==> src/rtl/midi_parser.sv <==
`default_nettype none
// ============================================================================
// Module   : midi_parser
// Purpose  : Turns a UART byte stream into complete MIDI channel messages.
//            Define MIDI_RUNNING_STATUS_EN to keep the status byte after each message.
// Revision : 1.0 - initial release
// ============================================================================
module midi_parser #(
   parameter int unsigned CHANNEL = 16
) (
   input  logic       clk,
   input  logic       resetq,
   input  logic       rx_valid,
   input  logic [7:0] rx_byte,
   output logic       msg_valid,
   output logic [7:0] command,
   output logic [7:0] value1,
   output logic [7:0] value2,
   output logic       sync_err
);

   typedef enum logic [1:0] {
      S_IDLE    = 2'd0,
      S_WAIT_D1 = 2'd1,
      S_WAIT_D2 = 2'd2
   } state_t;

   localparam logic       c_OMNI = (CHANNEL >= 16);
   localparam logic [3:0] c_CHAN = 4'(CHANNEL % 16);

   state_t     r_state;
   logic [7:0] r_status;
   logic [7:0] r_d1;
   logic       r_quiet;

   logic       w_is_data;
   logic       w_is_chan;
   logic       w_is_sys;
   logic       w_two_byte;
   logic       w_chan_ok;
   logic       w_final;
   logic [7:0] w_v1;
   logic [7:0] w_v2;

   assign w_is_data  = ~rx_byte[7];
   assign w_is_chan  = rx_byte[7] & (rx_byte[7:4] != 4'hF);
   assign w_is_sys   = (rx_byte[7:3] == 5'b11110);
   assign w_two_byte = (r_status[7:4] == 4'hC) | (r_status[7:4] == 4'hD);
   assign w_chan_ok  = c_OMNI | (r_status[3:0] == c_CHAN);

   // Final data byte of the current message: either d1 of a 2-byte or d2 of a 3-byte.
   assign w_final = rx_valid & w_is_data &
                    (((r_state == S_WAIT_D1) & w_two_byte) | (r_state == S_WAIT_D2));
   assign w_v1    = (r_state == S_WAIT_D2) ? r_d1 : rx_byte;
   assign w_v2    = (r_state == S_WAIT_D2) ? rx_byte : 8'h00;

   always_ff @(posedge clk) begin
      if (resetq) begin
         r_state   <= S_IDLE;
         r_status  <= 8'h00;
         r_d1      <= 8'h00;
         r_quiet   <= 1'b0;
         msg_valid <= 1'b0;
         sync_err  <= 1'b0;
         command   <= 8'h00;
         value1    <= 8'h00;
         value2    <= 8'h00;
      end else begin
         msg_valid <= 1'b0;
         sync_err  <= 1'b0;
         if (rx_valid) begin
            if (w_is_chan) begin
               r_status <= rx_byte;
               r_quiet  <= 1'b0;
               r_state  <= S_WAIT_D1;
            end else if (w_is_sys) begin
               // SysEx and friends: swallow following data silently
               r_status <= 8'h00;
               r_quiet  <= 1'b1;
               r_state  <= S_IDLE;
            end else if (w_is_data) begin
               if (w_final) begin
                  if (w_chan_ok) begin
                     command   <= r_status;
                     value1    <= w_v1;
                     value2    <= w_v2;
                     msg_valid <= 1'b1;
                  end
`ifdef MIDI_RUNNING_STATUS_EN
                  r_state  <= S_WAIT_D1;
`else
                  r_state  <= S_IDLE;
                  r_status <= 8'h00;
`endif
               end else begin
                  case (r_state)
                     S_IDLE: begin
                        if (!r_quiet) sync_err <= 1'b1;
                     end
                     S_WAIT_D1: begin
                        r_d1    <= rx_byte;
                        r_state <= S_WAIT_D2;
                     end
                     default: r_state <= S_IDLE;
                  endcase
               end
            end
         end
      end
   end

endmodule
`default_nettype wire

==> config.mk <==
export PLATFORM = sky130hd
export DESIGN_NAME = midi_parser
export DESIGN_NICKNAME = d
export VERILOG_FILES = /design/src/rtl/midi_parser.sv
export SDC_FILE = /design/constraint.sdc
export NUM_CORES = 1
export LEC_CHECK = 0
export BUFFER_PORTS_ARGS = -buffer_cell sky130_fd_sc_hd__buf_2
export CORE_ASPECT_RATIO = 1.1
export CORE_MARGIN = 10
export CORE_UTILIZATION = 40
export CTS_CLUSTER_SIZE = 10
export DETAILED_ROUTE_END_ITERATION = 8
export PLACE_DENSITY_LB_ADDON = 0.3
export SYNTH_ARGS = -nofsm -noshare
export SYNTH_HDL_FRONTEND = slang
export SYNTH_SLANG_ARGS = --single-unit
==> constraint.sdc <==
create_clock -name clk -period 1.9 [get_ports clk]
set_input_delay 0.38 -clock clk [delete_from_list [all_inputs] [get_ports clk]]
set_output_delay 0.38 -clock clk [all_outputs]
set_load 0.005 [all_outputs]
* Yosys cells after proc, flatten, opt, wreduce, memory -nomap -nowiden
Cells that the tools add are included.
** Operators by class
- Bitwise gates (word level) :: 12
- Reductions and logical operators :: 10
- Equality and inequality tests :: 8
- Mux-type cells :: 15
** Operators with widths (number)
- $mux 8 :: 4
- $mux 7 :: 2
- $eq 4x4->1 const B :: 2
- $mux 2 :: 4
- $ne 4x4->1 const B :: 2
- $reduce_or 7->1 :: 1
- $not 1->1 :: 6
- $reduce_and 3->1 :: 2
- $reduce_and 6->1 :: 1
- $eq 5x5->1 const B :: 1
- $reduce_and 5->1 :: 1
- $reduce_or 5->1 :: 1
- $and 1x1->1 :: 4
- $mux 1 :: 4
- $pmux 2 s2 :: 1
- $ne 3x1->1 const B :: 1
- $reduce_bool 3->1 :: 1
- $eq 2x1->1 const B :: 1
- $eq 2x2->1 const B :: 1
- $logic_not 2->1 :: 1
- $or 1x1->1 :: 2
- $reduce_and 2->1 :: 1
- $reduce_bool 2->1 :: 1
** Storage, ports and cells
- Output and inout port bits :: 26
- Logic and storage cells :: 54
- Register bits :: 44

* Longest topological paths before layout
Gate-level depths: netlist of the first run.
- Word-level depth :: 9
- Mapped depth :: 6
- Mapped depth without buffers :: 4

* Worst setup path before layout of the first run
Ideal clock, no wire load.
- Kind :: reg2reg
- Start :: register r_status[5]
- End :: register value2[0]
- Required time :: 1768 ps
- Buffers on the path :: 1
- Library setup time :: 132 ps
- Cell stages (with the launch flop) :: 6
- Arrival :: 1145 ps
- Setup slack :: 623 ps
- Path through :: dfxtp_1 -> nand3b_1 -> o21a_4 -> buf_4 -> o21ai_0 -> a21oi_1
** Between the ends
- Word-level cells in the longest chain between the ends :: 6
- Elaborated cells between the ends (all ways) :: 7
** RTL lines
- start: declaration :: line 32 : logic [7:0] r_status;
- start signal: assignment :: line 73 : r_status <= rx_byte;
- $eq 4x4->1 :: line 48 : assign w_two_byte = (r_status[7:4] == 4'hC) | (r_status[7:4] == 4'hD);
- $or 1x1->1 * :: line 48
- $and 1x1->1 * :: line 53 : (((r_state == S_WAIT_D1) & w_two_byte) | (r_state == S_WAIT_D2));
- $or 1x1->1 * :: line 53
- $and 1x1->1 * :: line 52 : assign w_final = rx_valid & w_is_data &
- $reduce_and 5->1 (no source line) *
- end signal: assignment :: line 86 : value2 <= w_v2;
- end: declaration :: line 18 : output logic [7:0] value2,
Mark *: on every way between the ends. The rest lies on a longest branch, timed or not.
A chain may end at the register's enable or synchronous reset.

* Worst setup path after layout of the first run
- Start :: register r_status[5]
- End :: register value1[1]
** Between the ends
- Word-level cells in the longest chain between the ends :: 6
- Elaborated cells between the ends (all ways) :: 7
** RTL lines
- $eq 4x4->1 :: line 48
- $or 1x1->1 * :: line 48
- $and 1x1->1 * :: line 53
- $or 1x1->1 * :: line 53
- $and 1x1->1 * :: line 52
- $reduce_and 5->1 (no source line) *
- end signal: assignment :: line 85 : value1 <= w_v1;
- end: declaration :: line 17 : output logic [7:0] value1,
Marks and branches as above.

==> flow_summary.ini, run 1 <==
[finish]
nNetsFinal = 238
drive_above_1_share_pct = 22.0
antenna_cells = 0
area_delta_synth_final_pct = 16.2
fill_cells = 427
final_core_util_pct = 49.1

[sta]
finalClockSkew_ns = 0.00425
hold_viol_final = 0
finalCritPeriodShare_pct = 83.8
slew_headroom_pct = 61.9
slew_violations = 0
worstMarginPinSlew_ns = 0.572
setup_violations = 0
hold_ws_ns = 0.367
tns_ns = 0
achievable-frequency_ghz = 0.628
rsz0062_at_grt = no
period_needed_ns = 1.59
layout_setup_ws_ns = 0.308

[synth]
synth.distinct_cells = 31
synth_area_sq_mm = 0.00171
async_flop_share_pct = 0
synthTopCellsByArea = dfxtp_1 49%, a21oi_1 7.0%, nand3_1 5.0%
synth-edff-count = 0
yosysWarnings = 0
synthCells = 194
ys_ff_latch = 42
ys_seq_area_share_pct = 49.1
netlist.area_leader.share_pct = 49.1
synth_top_flop_cell = dfxtp_1
yosys.area.top_type = dfxtp_1
synth.avg_cell_area_sq_um = 8.82

[floorplanning]
dieHeight_um = 88.6
num_rows = 24
io-pin-count = 37
die_x_um = 82.4
die_area_sq_mm = 0.00730
initial_utilization_pct = 42.2
core_area_sq_mm = 0.00405

[routing]
firstDrtPassIters = 4
vias_per_cell = 5.17
drt-initial-drc-count = 124
num_vias = 1442
drcViolationCount = 0
wirelength_um = 4060
wl_per_cell_um = 14.5
ant_nets = 0

[worst_setup_path]
worstSetupPathType = reg2reg
max_stage_delay_ns = 0.52
critPathMaxFanout = 14
cp-start-kind = register
ff2ff_setup_slack_ns = 0.31
end_kind = register
ff2ff_path_depth = 4
timing.critical_path.buf_inv = 0
critPathTopFamily = compound AO/OA/AOI/OAI gates
critPathSlowestCell = o21ai_2
cp_data_arrival_time_ns = 1.80
r2r-end = value1[1]
required_ns = 2.11
rr_startpoint = r_status[5]
crit_chain = nand3b_1, o21ai_2, a21oi_1, a311oi_1

[clock_tree]
cts_made_buffers = 5
cts_hold_buf = 0
htreeDepth = 2
ctsResizeCount = 0
cts_tree = done
clkTransAtPathRegs_ns = 0.07
insertion_delay_ns = 0.30
clock_sinks = 42
cts_setup_buffers = 0
root_buffer = clkbuf_8
clockBufferDepth = 2

[power]
leakage_uw = 0.000825
pwr-share-seq_pct = 58.0
finalPower_uw = 1560
ir_drop_v = 0.000370
power.share.combinational_pct = 7.7
power_density_mw_per_mm2 = 785
pwr-share-clk_pct = 34.3
swShare_pct = 23.7
p_switching_uw = 370
internal-power_uw = 1190

[job]
drv_cap = 0

[global_routing]
grt_first_pass_wirelength_um = 6840
grt-busiest-layer = met2
met1_usage_pct = 15.0
grt-ovfl-total = 0
grt_pass1_vias = 1420
grtUsageMet3_pct = 3.75
track_usage_pct = 12.2
use_met2_pct = 18.4
grt_max_degree = 37
antenna_found_initial = 0

[placed_design]
numPortBuffers = 34
place_ws_ns = 0.336
dp.final_hpwl_um = 2930
place.gp.congestion = 0.838

[hold_path]
whs_endpoint = r_status[6]
worstHoldPathType = in2reg
hp-start = rx_byte[6]
hold_path_depth = 2

[status]
status = completed
[synth_stat cells (6+ instances only)]
library cell and number:
a311oi_1 6, nand2_1 19, a21oi_1 24, nor2_1 9
o21ai_1 6, inv_1 6, nand3_1 17, clkbuf_1 7
dfxtp_1 42, mux2i_1 7, nand2b_1 9, o21ai_0 11
[state kept, by name, indices dropped and copies added, names as in the netlist]
| register | count |
|---|---|
| sync_err | 1 |
| value2 | 7 |
| r_quiet | 1 |
| r_d1 | 7 |
| r_status | 8 |
| msg_valid | 1 |
| value1 | 7 |
| command | 8 |
| r_state | 2 |
[final cells by class]
cell class | count | area (sq um) | share of cell area (%)
Sequential cell | 42 | 841 | 42.3
Multi-Input combinational cell | 132 | 769 | 38.7
Timing Repair Buffer | 40 | 215 | 10.8
Clock buffer | 7 | 76.3 | 3.84
Tap cell | 52 | 65.1 | 3.27
Inverter | 6 | 22.5 | 1.13
[stage by stage]
step | std cells | area [sq um]
after floorplan | 195 | 1720
after global placement | 272 | 1910
after detailed placement | 272 | 1910
after CTS | 279 | 1990
after global routing | 279 | 1990
final | 279 | 1990
[per-layer routing]
layer	share of wire, %	vias up
li1	-	745
met1	43	644
met2	47	46
met3	8.0	7
met4	1.8	0
met5	0	-
[worst max-delay path by stage]
stage | start | endpoint | slack, ns | cells past startpoint
finish | r_status[5] | value1[1] | 0.31 | 4
global route | r_status[5] | value1[2] | 0.11 | 4
CTS | r_status[5] | value1[1] | 0.32 | 4
detailed placement | r_status[5] | value1[1] | 0.34 | 4
global placement | r_status[5] | value1[6] | 0.35 | 4
floorplan | r_status[5] | value2[0] | 0.62 | 5
[kinds of logic (layout without fill, tap and decap cells)]
group / Yosys count / count (layout) / synth area share [%]
muxes: 7 / 7 / 4.09
buffers and inverters: 21 / 53 / 6.14
DFF: 42 / 42 / 49.1
AOI/OAI and AO/OA: 59 / 59 / 22.2
other: 1 / 2 / 0.219
and+or+nand+nor: 64 / 64 / 18.2
[power by group through the flow]
stage | logic, uW | clock network (uW) | registers, uW
after floorplan | 79.0 | 0 | 924
after global placement | 120 | 0 | 925
after detailed placement | 120 | 0 | 926
after CTS | 121 | 553 | 905
after global routing | 135 | 598 | 908
final | 120 | 535 | 906
[cells in the final DEF (no fill, tap or decap), types with 5 or more instances in the layout]
cell type	instances
buf_2	34
nand2b_1	9
a21oi_1	24
o32ai_1	5
dfxtp_1	42
nand2_1	19
o21ai_0	11
inv_1	6
nand3_1	17
o21ai_1	6
clkbuf_8	5
a311oi_1	6
nor2_1	9
mux2i_1	7
buf_4	6
No activity file was read; power rests on OpenSTA's default activity.
==> run 2, diff against run 1 <==
- ABC_AREA: not set -> 1
- clock period: 1.9 -> 1.45 ns (I/O delays scaled with it)
==> flow_summary.ini, run 2 <==
[synth]
yosys.area.top_type = dfxtp_1
synth_fa_ha_area_share_pct = 0
synth_compound_area_share_pct = 12.8
async_flop_share_pct = 0
netlist.area_leader.share_pct = 49.1
synthCells = 240
synth_simple_gate_area_share_pct = 29.6
synthTopCellsByArea = dfxtp_1 49%, nand2_1 12%, nor2_1 11%
synth_top_flop_cell = dfxtp_1
synth_xor_area_share_pct = 0
ys_top_cells_by_count = 55 x nand2_1, 51 x nor2_1, 42 x dfxtp_1, 25 x o21ai_0, 18 x a21oi_1
synth-edff-count = 0
synthMuxAreaShare_pct = 0
synth_top_family_by_area = simple AND/OR/NAND/NOR gates
synth.avg_cell_area_sq_um = 7.14
synth.distinct_cells = 20
yosysWarnings = 0
ys_seq_area_share_pct = 49.1
synth_most_common_cell = nand2_1
ys_ff_latch = 42
synth_area_sq_mm = 0.00171

[clock_tree]
htreeDepth = 2
insertion_delay_ns = 0.29
clock_sinks = 42
cts_setup_buffers = 0
clockBufferDepth = 2
cts_tree = done
root_buffer = clkbuf_8
cts_made_buffers = 5
clkTransAtPathRegs_ns = 0.08

[finish]
final_common_cell = nand2_1
antenna_cells = 0
area_delta_synth_final_pct = 24.2
mostFrequentLayoutCells = 54 x nand2_1, 50 x nor2_1, 41 x dfxtp_1
fin_area_sq_mm = 0.00213
drive_above_1_share_pct = 25.1
largestRegisters = command: 8 flops, r_status: 8 flops
layout.cells.non_filler = 339
nNetsFinal = 297

[floorplanning]
die_x_um = 82.4
initial_utilization_pct = 42.3
num_rows = 24
dieHeight_um = 88.7
die_area_sq_mm = 0.00731
io-pin-count = 37
core_area_sq_mm = 0.00405

[hold_path]
worstHoldPathType = in2reg

[sta]
hold_viol_final = 0
achievable-frequency_ghz = 0.751
slew_violations = 0
finalCritPeriodShare_pct = 91.9
finalClockSkew_ns = 0.00497
setup_violations = 0
period_needed_ns = 1.33
hold_ws_ns = 0.283
tns_ns = 0

[worst_setup_path]
crit_start = r_state[1]
crit_end = value1[3]
rr_startpoint = r_state[1]
end_kind = register
r2r-end = value1[3]
cp-start-kind = register
ff2ff_path_depth = 8
worstSetupPathType = reg2reg
critPathMaxFanout = 9
cp_data_arrival_time_ns = 1.52
required_ns = 1.64
ff2ff_setup_slack_ns = 0.12

[routing]
wl_per_cell_um = 12.4
firstDrtPassIters = 4
drt-initial-drc-count = 136
num_vias = 1599
ant_nets = 0
drcViolationCount = 0
wirelength_um = 4200
vias_per_cell = 4.72

[placed_design]
numPortBuffers = 34
dp.final_hpwl_um = 3080
dpl.cell_count = 330
placed_cell_area_sq_mm = 0.00200
place.gp.congestion = 0.886

[global_routing]
grt-ovfl-total = 0
grt_pass1_vias = 1504
antenna_found_initial = 0
grt_max_degree = 26
grt_first_pass_wirelength_um = 6850
track_usage_pct = 11.9

[status]
status = completed

[power]
leakage_uw = 0.000996
power_density_mw_per_mm2 = 1000
ir_drop_v = 0.000570

[job]
drv_cap = 0
## run 2: routing by layer
layer	global-route usage (%)	vias up	wire [um]
li1	-	838	-
met4	5.88	0	108
met1	13.0	705	1680
met2	19.0	45	2000
met5	0	-	0
met3	5.38	11	404
## run 2: stage by stage
| stage | utilization, % | setup slack, ns | total power (uW) |
|---|---|---|---|
| floorplan | - | 0.168 | 1310 |
| global placement | 49.2 | 0.0189 | 1380 |
| detailed placement | 49.2 | 0.0416 | 1380 |
| CTS | 51.6 | 0.0452 | 2150 |
| global route | 52.5 | -0.0321 | 2230 |
| finish | 52.5 | 0.118 | 2140 |
## run 2: where the power goes
part	switching [uW]	internal, uW
Clock	389	382
Sequential	12.5	1170
Combinational	115	62.7
Total	516	1620
## run 2: area by class of cell
type	count	area [sq um]
Fill cell	427	1930
Sequential cell	42	842
Multi-Input combinational cell	169	771
Timing Repair Buffer	49	283
Clock buffer	6	82.6
Inverter	19	72.6
Tap cell	52	65.1
Clock inverter	2	12.5
## run 2: worst min path at each step
stage,start,to,slack [ns],cells past startpoint
6_report,rx_byte[4],r_d1[4],0.28,3
5_1_grt,rx_byte[3],r_d1[3],0.29,3
4_1_cts,rx_byte[4],r_d1[4],0.28,3
3_5_place_dp,r_quiet,sync_err,0.40,1
3_3_place_gp,r_quiet,sync_err,0.41,1
2_1_floorplan,r_quiet,sync_err,0.40,1
## run 2: cell families (layout without fill, tap and decap cells)
group,Yosys count,after routing
flip-flops,42,42
other,1,2
AO/OA/AOI/OAI,44,44
AND/OR/NAND/NOR,122,123
buffers and inverters,31,76
## run 2: what timing repair did
item / in CTS / in global routing
endpoints found under the setup margin: 0 / 32
resized for setup: 0 / 8
hold buffers: 0 / 0
## run 2: worst max-delay path: stages, from the launching register on
cell and delay [ns]:
dfxtp_1 0.37, inv_1 0.09, nor2_2 0.12, inv_2 0.07, nand2_1 0.11, nand2_4 0.08, buf_4 0.17, o21ai_0 0.18
nor2_1 0.05
==> run 3, diff against run 2 <==
- CORE_ASPECT_RATIO: 1.1 -> 1.2
==> flow_summary.ini, run 3 (synthesis results as in run 2) <==
[floorplanning]
die_x_um = 79.8
io-pin-count = 37
dieHeight_um = 91.7
die_area_sq_mm = 0.00731
num_rows = 26
core_area_sq_mm = 0.00420
initial_utilization_pct = 40.8

[sta]
layout_setup_ws_ns = 0.0909
period_needed_ns = 1.36
finalCritPeriodShare_pct = 93.7
hold_ws_ns = 0.281
hold_viol_final = 0
finalClockSkew_ns = 0.0127
setup_violations = 0
achievable-frequency_ghz = 0.736
slew_violations = 0
rsz0062_at_grt = no

[clock_tree]
root_buffer = clkbuf_8
cts_tree = done
cts_made_buffers = 5
insertion_delay_ns = 0.30
clock_sinks = 42
htreeDepth = 2
clkTransAtPathRegs_ns = 0.08
clockBufferDepth = 2

[worst_setup_path]
cp_data_arrival_time_ns = 1.55
worstSetupPathType = reg2reg
crit_start = r_state[1]
critPathMaxFanout = 15
rr_startpoint = r_state[1]
end_kind = register
required_ns = 1.64
cp-start-kind = register

[finish]
seq_area_sq_um = 842
drive_above_1_share_pct = 25.1
area_delta_synth_final_pct = 23.4
fill_cells = 426
nNetsFinal = 297
fin_area_sq_mm = 0.00211
multi_input_area_sq_um = 744
largestRegisters = command: 8 flops, r_status: 8 flops
antenna_cells = 0
mostFrequentLayoutCells = 54 x nand2_1, 50 x nor2_1, 41 x dfxtp_1
final_common_cell = nand2_1
layout.cells.non_filler = 343

[power]
ir_drop_v = 0.000567
leakage_uw = 0.000982
finalPower_uw = 2130
power_density_mw_per_mm2 = 1010

[global_routing]
grt-ovfl-total = 0
grt_first_pass_wirelength_um = 6910
antenna_found_initial = 0
grt_pass1_vias = 1497
track_usage_pct = 11.6
grt_max_degree = 26

[routing]
drt-initial-drc-count = 118
wirelength_um = 4180
drcViolationCount = 0
firstDrtPassIters = 4
ant_nets = 0
vias_per_cell = 4.52
num_vias = 1551
wl_per_cell_um = 12.2

[placed_design]
dpl.cell_count = 335
place.gp.congestion = 0.874
numPortBuffers = 34
dp.final_hpwl_um = 3170
place_ws_ns = -0.00262
placed_cell_area_sq_mm = 0.00201

[status]
status = completed

[hold_path]
hp-start = rx_byte[4]
worstHoldPathType = in2reg

[job]
drv_cap = 0
[run 3: cell types whose count changed in the layout (fill, tap and decap cells not counted), sizes merged]
cell	previous run	this run
clkinv	2	1
clkinvlp	1	2
inv	18	19
nand4	2	1
clkbuf	6	5
buf	49	50
[run 3: final timing paths]
path,depth (start not counted),slack [ns],endpoint
hold reg to reg,1,0.43,sync_err
hold / removal,3,0.28,r_status[4]
setup / recovery,7,0.09,r_d1[4]
setup reg to reg,7,0.09,r_d1[4]
[run 3: layer usage]
layer / GRT usage (%) / up-vias / wire (um)
met4: 5.15 / 0 / 72
met5: 0 / - / 0
met3: 3.52 / 9 / 264
met1: 13.8 / 661 / 1870
li1: - / 840 / -
met2: 18.7 / 41 / 1970
[run 3: worst max-delay path, stage by stage (launching register included)]
cell     delay [ns]
dfxtp_1        0.31
inv_1          0.12
nor2_4         0.06
buf_4          0.16
nor2_2         0.15
nand4_4        0.21
nor2_1         0.18
nor2_1         0.06
[run 3: cell type report]
| cell class | instances | area share (%) |
|---|---|---|
| Sequential cell | 42 | 39.8 |
| Multi-Input combinational cell | 168 | 35.2 |
| Timing Repair Buffer | 50 | 13.7 |
| Inverter | 19 | 3.55 |
| Tap cell | 56 | 3.31 |
| Clock buffer | 5 | 3.25 |
| Clock inverter | 3 | 1.12 |
[run 3: through the flow]
step,TNS (ns),utilization (%)
after floorplan,0,-
after global placement,0,47.9
after detailed placement,-0.00262,47.9
after CTS,0,50.1
after global routing,0,50.4
final,0,50.4
[run 3: power by group]
| part | leakage [uW] | internal [uW] | total [uW] | switching, uW |
|---|---|---|---|---|
| sequential | 0.000340 | 1170 | 1190 | 13.1 |
| combinational | 0.000601 | 62.1 | 171 | 109 |
| clock | 0.0000408 | 344 | 773 | 429 |
[run 3: timing repair]
item	4_1_cts	5_1_grt
setup buffers	0	0
setup endpoints to repair	2	30
pin swaps	0	1
hold buffers	0	0
endpoints found under the hold margin	0	0
resized for setup	1	5
